## src/rtl/noc_router_q.sv

```systemverilog
// Packet router: splits a marked packet stream into per-type FWFT FIFO channels
// and counts packets discarded for a cleared marker bit.
module noc_router_q #(
  parameter int unsigned PAYLOAD_W = 8,
  parameter int unsigned TYPE_W    = 2,
  parameter int unsigned ADDR_W    = 2,
  parameter int unsigned DEPTH     = 4,
  localparam int unsigned NUM_CH   = 2 ** TYPE_W,
  localparam int unsigned CNT_W    = $clog2(DEPTH) + 1,
  localparam int unsigned PKT_W    = 1 + PAYLOAD_W + TYPE_W + ADDR_W
) (
  input  logic                        clk,
  input  logic                        reset,
  input  logic [PKT_W-1:0]            packet,
  input  logic                        pack_valid,
  output logic                        nocr_ready,
  output logic [NUM_CH-1:0]           ch_valid,
  input  logic [NUM_CH-1:0]           ch_ready,
  output logic [NUM_CH*PAYLOAD_W-1:0] ch_data,
  output logic [NUM_CH*ADDR_W-1:0]    ch_addr,
  output logic [NUM_CH*CNT_W-1:0]     ch_count,
  output logic [7:0]                  drop_cnt
);

  localparam int unsigned PTR_W = $clog2(DEPTH);
  localparam int unsigned ENT_W = PAYLOAD_W + ADDR_W;
  localparam logic [CNT_W-1:0] FULL_CNT = CNT_W'(DEPTH);

  if ((DEPTH < 2) || ((DEPTH & (DEPTH - 1)) != 0)) begin : g_bad_depth
    $error("noc_router_q: DEPTH must be a power of two >= 2");
  end

  logic                 marker;
  logic [PAYLOAD_W-1:0] pkt_payload;
  logic [TYPE_W-1:0]    pkt_type;
  logic [ADDR_W-1:0]    pkt_addr;
  logic [NUM_CH-1:0]    full;
  logic                 accept;

  assign marker      = packet[PKT_W-1];
  assign pkt_payload = packet[ADDR_W+TYPE_W +: PAYLOAD_W];
  assign pkt_type    = packet[ADDR_W +: TYPE_W];
  assign pkt_addr    = packet[ADDR_W-1:0];

  // Full is judged on the pre-edge count, so a same-cycle pop never opens a slot.
  assign nocr_ready = ~marker | ~full[pkt_type];
  assign accept     = pack_valid & nocr_ready;

  for (genvar i = 0; i < NUM_CH; i++) begin : g_ch
    logic [ENT_W-1:0] mem [DEPTH];
    logic [PTR_W-1:0] wr_ptr_q;
    logic [PTR_W-1:0] rd_ptr_q;
    logic [CNT_W-1:0] cnt_q;
    logic             push;
    logic             pop;
    logic [ENT_W-1:0] head;

    assign push = accept & marker & (pkt_type == TYPE_W'(i));
    assign pop  = ch_valid[i] & ch_ready[i];

    always_ff @(posedge clk or negedge reset) begin
      if (!reset) begin
        wr_ptr_q <= '0;
        rd_ptr_q <= '0;
        cnt_q    <= '0;
      end else begin
        if (push) wr_ptr_q <= wr_ptr_q + PTR_W'(1);
        if (pop)  rd_ptr_q <= rd_ptr_q + PTR_W'(1);
        if (push && !pop) begin
          cnt_q <= cnt_q + CNT_W'(1);
        end else if (pop && !push) begin
          cnt_q <= cnt_q - CNT_W'(1);
        end
      end
    end

    // Storage is left unreset; occupancy alone decides what is visible.
    always_ff @(posedge clk) begin
      if (push) mem[wr_ptr_q] <= {pkt_payload, pkt_addr};
    end

    assign head = mem[rd_ptr_q];
    assign full[i]     = (cnt_q == FULL_CNT);
    assign ch_valid[i] = (cnt_q != '0);
    assign ch_data[i*PAYLOAD_W +: PAYLOAD_W] = head[ENT_W-1:ADDR_W];
    assign ch_addr[i*ADDR_W +: ADDR_W]       = head[ADDR_W-1:0];
    assign ch_count[i*CNT_W +: CNT_W]        = cnt_q;
  end

  logic [7:0] drop_q;

  always_ff @(posedge clk or negedge reset) begin
    if (!reset) begin
      drop_q <= '0;
    end else if (accept && !marker && (drop_q != 8'hFF)) begin
      drop_q <= drop_q + 8'd1;
    end
  end

  assign drop_cnt = drop_q;

endmodule

```

## config.mk

```make
export PLATFORM = sky130hd
export DESIGN_NAME = noc_router_q
export DESIGN_NICKNAME = d
export VERILOG_FILES = /design/src/rtl/noc_router_q.sv
export SDC_FILE = /design/constraint.sdc
export NUM_CORES = 1
export LEC_CHECK = 0
export CORE_AREA = 10 10 136 126
export CTS_CLUSTER_SIZE = 40
export DETAILED_ROUTE_END_ITERATION = 10
export DIE_AREA = 0 0 146 136
export GPL_TIMING_DRIVEN = 0
export PLACE_DENSITY = 0.75
export SLEW_MARGIN = 20
export SYNTH_ARGS = -nofsm -noshare
export SYNTH_HDL_FRONTEND = slang
export SYNTH_SLANG_ARGS = --single-unit
```

## constraint.sdc

```tcl
create_clock -name clk -period 2.45 [get_ports clk]
set_input_delay 0.245 -clock clk [delete_from_list [all_inputs] [get_ports clk]]
set_output_delay 0.245 -clock clk [all_outputs]
set_load 0.05 [all_outputs]
```

==> run_results.csv, run 1 <==
group,metric,value,unit
critical_path,worstSetupPathType,"reg2out",
critical_path,crit_chain,"nor2_1 -> nand2_1 -> o21ai_0 -> o211ai_1 -> dlygate4sd2_1",
global_route,vias_in_the_first_global_route,4028,
global_route,grt_antenna_before_repair,0,
logic_synthesis,synthDominantAreaCellType,"sky130_fd_sc_hd__edfxtp_1",
placement,io_buffer_count,83,
sta,setup_viol_count_final,0,
clock_network,numClockSinks,196,
floorplan,pin_count,85,
clock_network,numCtsBuffers,17,
sta,maxSlewHeadroom,51.8,%
drt,detail_route.first_pass.iterations,4,
critical_path,worst-path-buf-inv,1,
global_route,grt-ovfl-total,0,
drt,drt-wirelength-per-cell,21.1,um
logic_synthesis,syn-mean-instance-area,20.0,um^2
clock_network,htreeDepth,4,
clock_network,cts_root_cell,"sky130_fd_sc_hd__clkbuf_16",
logic_synthesis,synthesis.area,7830,um^2
drt,route.detailed.drc,0,
layout,multi_input_comb_area,2060,um^2
logic_synthesis,synthArstFlopShare,18.4,%
layout,area_delta_synth_final,22.2,%
layout,sequential_cell_area,5710,um^2
global_route,globalRouteTotalUtil,15.7,%
critical_path,critPathArrivalTime,2130,ps
drt,viasPerCell,5.35,
logic_synthesis,synth_top_area_share,61.3,%
layout,postLayoutCoreUtil,66.8,%
sta,final.setup.tns,0,ps
global_route,grt_max_degree,21,
placement,hpwlAfterDp,9790,um
critical_path,timing.critical_path.fanout_max,5,
sta,fin_crit,2370,ps
drt,routed_wl,14900,um
clock_network,clock_tree.buffer_depth,2,
layout,final.fill_count,976,
sta,worstMarginPinSlew,720,ps
layout,final_layout_size_suffix_gt1_share,22.9,%
sta,clk_skew,8.13,ps
drt,first_iter_violations,233,
floorplan,core_region_area,14300,um^2
logic_synthesis,synth.area.top_cells,"sky130_fd_sc_hd__edfxtp_1, sky130_fd_sc_hd__dfrtp_1, sky130_fd_sc_hd__mux4_2, sky130_fd_sc_hd__ha_1, sky130_fd_sc_hd__xnor2_1",
floorplan,initial_core_util,54.6,%
pwr,power.total,12.1,mW
clock_network,worst_setup_hold_path_clk_slew,70,ps
drt,dr_total_vias,3791,
critical_path,critPathLaunchType,"flop",
drt,ant_nets,0,
sta,finalHoldViolCount,0,
pwr,worst_ir_drop_vdd,785,uV
global_route,grt_pass1_wl,23300,um
sta,rsz0062_at_grt,"false",
logic_synthesis,synthesis.nets,436,
sta,post-route-period-util,96.8,%
logic_synthesis,count_of_flip_flops_with_a_built_in_enable_after_synthesis,160,
logic_synthesis,synth.distinct_cells,31,
critical_path,crit_slowest_cell,"sky130_fd_sc_hd__dfrtp_2",
sta,max_freq,422,MHz
floorplan,num_rows,42,
logic_synthesis,postSynth.topFlopCell,"sky130_fd_sc_hd__edfxtp_1",
critical_path,cpLargestDelayFamily,"compound AO/OA/AOI/OAI gates",
pwr,pwr_density_cell,1260,nW/um^2
floorplan,die_w,146,um
layout,antennaDiodeCount,0,
run_status,run_status,"finished, final reports clean",
logic_synthesis,yosysWarningCount,0,
floorplan,floorplan.die.height,136,um
clock_network,clk-insertion-delay-late,420,ps
clock_network,tritoncts,"done",
critical_path,critPathRequiredTime,2200,ps
critical_path,setup.worst_path.end_class,"primary output",
critical_path,worst_setup_path_startpoint,"g_ch[1].cnt_q[1]",
logic_synthesis,synth_cells,391,
placement,globalplace.congestion,0.734,
critical_path,regToRegStartpoint,"g_ch[1].cnt_q[2]",
sta,final.hold.worst_slack,290,ps
floorplan,floorplan.die_area,19900,um^2
critical_path,max_incr_delay_on_cp,450,ps
logic_synthesis,ys_ff_latch,196,
placement,placed_cells,673,
layout,post_layout_nonfiller_instances,708,
pwr,leak,3.44,nW
logic_synthesis,ys_seq_area_share,72.8,%
flow_run,cap_viol_max_count,0,
layout,design.final.nets,542,
sta,timing.final.max_slew_violations,0,
logic_synthesis,synthMostInstantiatedCell,"sky130_fd_sc_hd__edfxtp_1",
hold_path,worst_hold_path_type,"in2async",
logic_synthesis,yosys-top-cells-count,"sky130_fd_sc_hd__edfxtp_1, sky130_fd_sc_hd__mux4_2, sky130_fd_sc_hd__dfrtp_1",
through the flow:
step | setup slack (ps) | area [um^2]
2_1_floorplan | 66.8 | 7860
3_3_place_gp | -302 | 8940
3_5_place_dp | -367 | 8960
4_1_cts | 4.38 | 9570
5_1_grt | 2.02 | 9580
6_report | 78.8 | 9580
per-layer routing:
layer | global-route usage (%) | part of all wire (%) | vias to the layer above
li1 | - | - | 1718
met1 | 20.1 | 42 | 1942
met2 | 24.7 | 48 | 116
met3 | 5.48 | 8.1 | 15
met4 | 5.72 | 1.6 | 0
met5 | 0 | 0 | -
power by group:
part	leakage, nW	internal (mW)	switching (mW)	total, mW
clock	0.308	1.78	1.11	2.89
sequential	1.87	3.99	0.396	4.38
combinational	1.27	1.74	3.10	4.84
cell usage in the layout, fill, tap and decap left out, types with 4 or more instances in the layout:
cell type / netlist / routed
sky130_fd_sc_hd__edfxtp_1: 160 / 160
sky130_fd_sc_hd__clkdlybuf4s50_1: 0 / 45
sky130_fd_sc_hd__mux4_2: 40 / 40
sky130_fd_sc_hd__dfrtp_1: 36 / 32
sky130_fd_sc_hd__dlygate4sd2_1: 0 / 25
sky130_fd_sc_hd__ha_1: 21 / 21
sky130_fd_sc_hd__xnor2_1: 17 / 17
sky130_fd_sc_hd__clkbuf_16: 0 / 17
sky130_fd_sc_hd__nand2_1: 15 / 15
sky130_fd_sc_hd__inv_1: 14 / 14
sky130_fd_sc_hd__xor2_1: 14 / 14
sky130_fd_sc_hd__clkbuf_2: 0 / 12
sky130_fd_sc_hd__and2_1: 11 / 11
sky130_fd_sc_hd__nor2_1: 10 / 10
sky130_fd_sc_hd__nand3_1: 6 / 6
sky130_fd_sc_hd__buf_4: 0 / 5
sky130_fd_sc_hd__and2_2: 5 / 5
sky130_fd_sc_hd__o21ai_0: 5 / 5
sky130_fd_sc_hd__or3_4: 0 / 4
sky130_fd_sc_hd__mux2_2: 4 / 4
sky130_fd_sc_hd__fa_1: 4 / 4
sky130_fd_sc_hd__bufinv_16: 0 / 4
sky130_fd_sc_hd__clkinv_2: 0 / 4
sky130_fd_sc_hd__dfrtp_2: 0 / 4
sky130_fd_sc_hd__dlymetal6s2s_1: 0 / 4
final timing paths:
kind                       cells after the start  slack [ps]             endpoint
max                                            5          80           nocr_ready
min                                            2         290     g_ch[0].cnt_q[0]
max reg2reg                                    7         180     g_ch[1].cnt_q[2]
min reg2reg                                    1         520          drop_cnt[5]
max in group asynchronous                      3        1680     g_ch[1].cnt_q[0]
min in group clk                               3         320  g_ch[1].wr_ptr_q[0]
state kept, by name (all words and copies together), names as in the netlist:
register,count
g_ch.mem,160
g_ch.cnt_q,12
drop_cnt,8
g_ch.rd_ptr_q,8
g_ch.wr_ptr_q,8
kinds of logic (layout without fill, tap and decap cells):
kind of cell    after synthesis  after routing  synth area share (%)
flops                       196            196                  72.8
mux                          45             45                  12.3
xor+xnor                     31             31                  3.47
fa+ha+maj                    25             25                  4.38
compound gates               11             11                  1.61
buf+inv                      24            143                  1.23
simple gates                 59             59                  4.22
final cells by class:
class                      instances  share of cell area, %
multi-input combinational        171                   21.5
inverter                          15                  0.588
tap                              198                   2.59
timing repair buffer              87                   8.53
clock buffer                      21                   4.91
buffer                             9                  0.614
sequential                       196                   59.6
clock inverter                    11                   1.62
worst register-to-register path: cells and delay by family (launching register included):
kind            cells  cell delay [ps]
compound gates      1              610
simple gates        1              110
buf+inv             1               60
flops               1              480
fa+ha+maj           2              650
xor+xnor            2              290
repair_timing:
item / CTS / global route
resized for setup: 42 / 22
pin swaps: 0 / 2
buffers inserted: 0 / 2
hold buffers: 1 / 0
endpoints found under the setup margin: 37 / 18
endpoints found under the hold margin: 16 / 0
Note: power is estimated with default switching activity, not from simulation.
==> run 2, diff against run 1 <==
==> constraint.sdc (replaced) <==
create_clock -name clk -period 2.45 [get_ports clk]
set_input_delay 0.49 -clock clk [delete_from_list [all_inputs] [get_ports clk]]
set_output_delay 0.49 -clock clk [all_outputs]
set_load 0.05 [all_outputs]
==> run 2 against run 1 <==
Critical endpoint unchanged. Non-clock buffer count grew 5. First-iteration DRC count shrank 18%. Largest power group unchanged. Routed wire length grew 0.59%. Critical path type unchanged. Die area is the same.
==> run_results.csv, run 2 (synthesis results as in run 1) <==
group,metric,value,unit
sta,maxSlewHeadroom,52.2,%
layout,area_delta_synth_final,21.9,%
pwr,total_net_switching_power,4.64,mW
critical_path,timing.critical_path.fanout_max,5,
floorplan,die_w,146,um
drt,routed_wl,15000,um
drt,dr_total_vias,3859,
pwr,power.share.combinational,39.6,%
pwr,power.total,12.1,mW
layout,final_layout_size_suffix_gt1_share,29.1,%
sta,fin_crit,2380,ps
global_route,grt_antenna_before_repair,0,
drt,ant_nets,0,
critical_path,critPathRequiredTime,1960,ps
pwr,leak,3.44,nW
flow_run,cap_viol_max_count,0,
pwr,clock_power_share,23.9,%
layout,largest_registers,"g_ch.mem x160, g_ch.cnt_q x12",
pwr,power_switching_share,38.4,%
sta,worstMarginPinSlew,714,ps
placement,globalplace.congestion,0.734,
global_route,grt-ovfl-total,0,
pwr,pwr-share-seq,36.5,%
pwr,worst_ir_drop_vdd,762,uV
drt,drt-wirelength-per-cell,21.0,um
sta,setup_viol_count_final,0,
global_route,globalRouteTotalUtil,15.8,%
layout,layout_commonest_cell,"sky130_fd_sc_hd__edfxtp_1",
layout,regMostFlops,"g_ch.mem",
clock_network,worst_setup_hold_path_clk_slew,70,ps
sta,max_freq,421,MHz
layout,largest_register_ff_count,160,
global_route,grt_pass1_wl,23400,um
pwr,pwr_density_cell,1270,nW/um^2
clock_network,numCtsBuffers,17,
drt,detail_route.first_pass.iterations,4,
hold_path,hold_path_startpoint,"drop_cnt[5]",
layout,final.fill_count,981,
pwr,internal_power,7.44,mW
layout,most-common-layout-cells,"sky130_fd_sc_hd__edfxtp_1, sky130_fd_sc_hd__mux4_2, sky130_fd_sc_hd__buf_2",
clock_network,cts_root_cell,"sky130_fd_sc_hd__clkbuf_16",
floorplan,initial_core_util,54.6,%
placement,hpwlAfterDp,9790,um
critical_path,worstSetupPathType,"reg2out",
placement,io_buffer_count,83,
floorplan,floorplan.die.height,136,um
critical_path,regToRegStartpoint,"g_ch[2].cnt_q[2]",
sta,timing.final.max_slew_violations,0,
layout,design.final.nets,547,
sta,finalHoldViolCount,0,
sta,final.hold.worst_slack,518,ps
hold_path,worst_hold_path_type,"reg2reg",
sta,clk_skew,10.1,ps
critical_path,worst_setup_path_startpoint,"g_ch[1].cnt_q[1]",
clock_network,numClockSinks,196,
layout,antennaDiodeCount,0,
layout,postLayoutCoreUtil,66.5,%
critical_path,critPathLaunchType,"flop",
run_status,run_status,"finished, final reports clean",
floorplan,pin_count,85,
clock_network,htreeDepth,4,
critical_path,critPathArrivalTime,1890,ps
clock_network,clk-insertion-delay-late,420,ps
drt,first_iter_violations,191,
clock_network,tritoncts,"done",
floorplan,core_region_area,14300,um^2
global_route,vias_in_the_first_global_route,4053,
drt,route.detailed.drc,0,
floorplan,num_rows,42,
clock_network,clock_tree.buffer_depth,2,
global_route,grt_max_degree,21,
drt,viasPerCell,5.41,
critical_path,setup.worst_path.end_class,"primary output",
sta,post-route-period-util,97.0,%
floorplan,floorplan.die_area,19900,um^2
## run 2: cell count changes in the layout (fill, tap and decap cells not counted), moves of 10 or more
cell,previous run,this run
sky130_fd_sc_hd__dlygate4sd2_1,25,12
sky130_fd_sc_hd__clkdlybuf4s50_1,45,34
sky130_fd_sc_hd__clkbuf_2,12,2
sky130_fd_sc_hd__buf_2,2,35
## run 2: power groups by stage
stage / clock network [mW] / registers (mW) / logic, mW
CTS: 2.94 / 4.40 / 4.90
detailed placement: 0 / 4.44 / 5.10
global route: 3.08 / 4.47 / 5.11
global placement: 0 / 4.41 / 5.03
finish: 2.89 / 4.41 / 4.79
floorplan: 0 / 4.87 / 3.09
## run 2: cell type report
cell class,count,area (um^2),share of cell area (%)
clock inverters,11,155,1.63
clock buffers,21,470,4.93
inverters,15,56.3,0.590
flip-flops and latches,196,5710,59.8
well taps,198,248,2.60
multi-input cells,171,2080,21.8
repair buffers,92,749,7.85
plain buffers,9,76.3,0.799
## run 2: stage by stage
step	area, um^2	setup TNS (ps)	cells	worst slack, ps
floorplan	7860	0	391	66.8
global placement	8940	-32940	672	-547
detailed placement	8960	-38490	673	-612
CTS	9560	-170	708	-170
global route	9550	-28.8	713	-28.8
finish	9550	0	713	74.3
## run 2: timing repair
action	CTS	global route
pin swaps	3	3
hold buffers	1	0
setup endpoints to repair	52	18
endpoints found under the hold margin	3	0
setup buffers	2	5
resized for setup	165	36
## run 2: worst paths after layout
| kind | endpoint | slack, ps | depth (start not counted) |
|---|---|---|---|
| min in group asynchronous | g_ch[0].cnt_q[0] | 530 | 2 |
| min reg2reg | drop_cnt[5] | 520 | 1 |
| max reg2reg | g_ch[2].cnt_q[2] | 160 | 9 |
| max in group asynchronous | g_ch[1].cnt_q[0] | 1440 | 3 |
| min | drop_cnt[5] | 520 | 1 |
| max | nocr_ready | 70 | 5 |
## run 2: critical path: stages (launching register included)
cell and delay [ps]:
sky130_fd_sc_hd__dfrtp_2 460, sky130_fd_sc_hd__nor2_2 190, sky130_fd_sc_hd__nand2_1 80, sky130_fd_sc_hd__o21ai_1 250, sky130_fd_sc_hd__o211ai_1 120, sky130_fd_sc_hd__clkdlybuf4s15_2 360
## run 2: metal layers
metal	routed length, um	track usage, %	vias to the layer above	part of all wire, %
li1	-	-	1726	-
met1	6280	19.7	1994	42
met2	7230	24.8	125	48
met3	1250	5.98	14	8.3
met4	247	5.72	0	1.6
met5	0	0	-	0
==> run 3, diff against run 2 <==
--- a/config.mk
+++ b/config.mk
@@ -5,12 +5,12 @@
 export SDC_FILE = /design/constraint.sdc
 export NUM_CORES = 1
 export LEC_CHECK = 0
-export CORE_AREA = 10 10 136 126
+export CORE_AREA = 10 10 132 122
 export CTS_CLUSTER_SIZE = 40
 export DETAILED_ROUTE_END_ITERATION = 10
-export DIE_AREA = 0 0 146 136
+export DIE_AREA = 0 0 142 132
 export GPL_TIMING_DRIVEN = 0
-export PLACE_DENSITY = 0.75
+export PLACE_DENSITY = 0.8
 export SLEW_MARGIN = 20
 export SYNTH_ARGS = -nofsm -noshare
 export SYNTH_HDL_FRONTEND = slang
==> constraint.sdc (replaced) <==
create_clock -name clk -period 3 [get_ports clk]
set_input_delay 0.6 -clock clk [delete_from_list [all_inputs] [get_ports clk]]
set_output_delay 0.6 -clock clk [all_outputs]
set_load 0.05 [all_outputs]
==> run 3 against run 2 <==
Setup slack improved by 82 ps. Combinational power fell by 17%. Clock skew fell by 3.9 ps. Critical endpoint is now ch_data[1]. Largest power group unchanged. Highest routed layer unchanged.
==> run_results.csv, run 3 (synthesis results as in run 1) <==
group,metric,value,unit
critical_path,max_incr_delay_on_cp,580,ps
sta,worst_slack,156,ps
floorplan,core_region_area,13200,um^2
clock_network,htreeDepth,4,
sta,post-route-period-util,94.8,%
clock_network,tritoncts,"done",
pwr,power.total,9.65,mW
layout,final.fill_count,837,
drt,first_iter_violations,262,
critical_path,setup.worst_path.end_class,"primary output",
drt,viasPerCell,5.68,
hold_path,worst_hold_path_type,"in2async",
clock_network,cts_root_cell,"sky130_fd_sc_hd__clkbuf_16",
sta,setup_viol_count_final,0,
sta,rsz0062_at_grt,"false",
critical_path,worstSetupPathType,"reg2out",
drt,met3_wirelength,1070,um
sta,worstMarginPinSlew,736,ps
critical_path,critPathRequiredTime,2400,ps
drt,route.detailed.drc,0,
global_route,grt_pass1_wl,24000,um
placement,io_buffer_count,83,
layout,layout_commonest_cell,"sky130_fd_sc_hd__edfxtp_1",
drt,met1Wirelength,6480,um
clock_network,numClockSinks,196,
floorplan,pin_count,85,
drt,ant_nets,0,
drt,routed_wl,15200,um
critical_path,reg2reg_slack,610,ps
sta,maxSlewHeadroom,50.7,%
floorplan,die_w,142,um
run_status,run_status,"finished, final reports clean",
sta,finalHoldViolCount,0,
drt,highest-signal-layer,"met4",
sta,clk_skew,6.18,ps
global_route,globalRouteTotalUtil,16.8,%
global_route,grt-ovfl-total,0,
placement,pre_cts_ws,-112,ps
layout,largest_registers,"g_ch.mem x160, g_ch.cnt_q x12",
drt,dr_total_vias,3832,
critical_path,critPathArrivalTime,2240,ps
layout,multi_input_comb_area,2040,um^2
pwr,pwr_density_cell,1030,nW/um^2
placement,globalplace.congestion,0.747,
flow_run,cap_viol_max_count,0,
clock_network,numCtsBuffers,17,
critical_path,crit_chain,"buf_2 -> mux4_2 -> dlygate4sd2_1",
floorplan,num_rows,40,
layout,area_delta_synth_final,20.2,%
critical_path,critPathLaunchType,"flop",
layout,largest_register_ff_count,160,
sta,fin_crit,2840,ps
layout,antennaDiodeCount,0,
critical_path,timing.critical_path.fanout_max,10,
clock_network,worst_setup_hold_path_clk_slew,70,ps
placement,hpwlAfterDp,10100,um
layout,design.final.nets,539,
critical_path,crit_slowest_cell,"sky130_fd_sc_hd__mux4_2",
floorplan,floorplan.die_area,18700,um^2
sta,timing.final.max_slew_violations,0,
pwr,worst_ir_drop_vdd,778,uV
global_route,grt_max_degree,30,
global_route,grt_antenna_before_repair,0,
sta,max_freq,352,MHz
layout,final_layout_size_suffix_gt1_share,18.3,%
drt,drt-wirelength-per-cell,22.5,um
drt,dr_wl_met2,7420,um
floorplan,floorplan.die.height,132,um
drt,detail_route.first_pass.iterations,4,
global_route,vias_in_the_first_global_route,4141,
pwr,leak,3.33,nW
layout,sequential_cell_area,5710,um^2
floorplan,initial_core_util,59.3,%
layout,regMostFlops,"g_ch.mem",
clock_network,clk-insertion-delay-late,420,ps
layout,most-common-layout-cells,"sky130_fd_sc_hd__edfxtp_1, sky130_fd_sc_hd__clkdlybuf4s50_1, sky130_fd_sc_hd__mux4_2",
clock_network,clock_tree.buffer_depth,2,
critical_path,r2r.worst_path.cells,8,
run 3: changes by cell type in the layout (fill, tap and decap cells not counted), sizes merged, moves of 2 or more:
cell and change:
clkdlybuf4s50 +15, clkinv -3, bufinv -2, buf -40, dlymetal6s2s -3, clkbuf +3
clkinvlp +3, dlygate4sd2 +21
run 3: layer usage:
layer,vias up,track usage [%]
li1,1713,-
met1,1991,21.6
met2,108,25.5
met3,20,6.59
met4,0,5.45
met5,-,0
run 3: final cells by class:
cell class              instances  share of cell area (%)
plain buffers                   9                   0.479
clock buffers                  23                    4.76
clock inverters                 9                    1.13
inverters                      15                   0.598
multi-input cells             171                    21.6
flip-flops and latches        196                    60.6
well taps                     168                    2.23
repair buffers                 84                    8.55
run 3: report_power, final:
part / internal (mW) / switching [mW]
Clock: 1.22 / 0.913
Combinational: 1.40 / 2.55
Sequential: 3.25 / 0.309
Total: 5.88 / 3.78
run 3: final timing paths:
kind | start | to
worst max-delay path | g_ch[0].rd_ptr_q[0] | ch_data[1]
worst min-delay path | reset | g_ch[2].wr_ptr_q[1]
worst max register to register | g_ch[2].cnt_q[2] | g_ch[2].cnt_q[2]
worst min register to register | drop_cnt[5] | drop_cnt[5]
max in group asynchronous | reset | g_ch[1].rd_ptr_q[1]
min in group clk | drop_cnt[5] | drop_cnt[5]
run 3: critical path, delay by kind of cell (launching register included):
kind	cells	cell delay, ps
flops	1	420
mux	1	580
buf+inv	2	820
run 3: per-stage QoR:
stage | utilization [%] | cells | setup TNS, ps | hold slack [ps] | instance area (um^2)
floorplan | - | 391 | 0 | 304 | 7830
global placement | 67.2 | 642 | -128 | 483 | 8870
detailed placement | 67.3 | 643 | -552 | 480 | 8890
CTS | 71.2 | 675 | 0 | 32.4 | 9410
global route | 71.2 | 675 | 0 | 34.0 | 9410
finish | 71.2 | 675 | 0 | 41.1 | 9410
run 3: what timing repair did:
item                       4_1_cts  5_1_grt
setup endpoints to repair       37        0
setup buffers                    0        0
hold buffers                     0        0
resized for setup               38        0
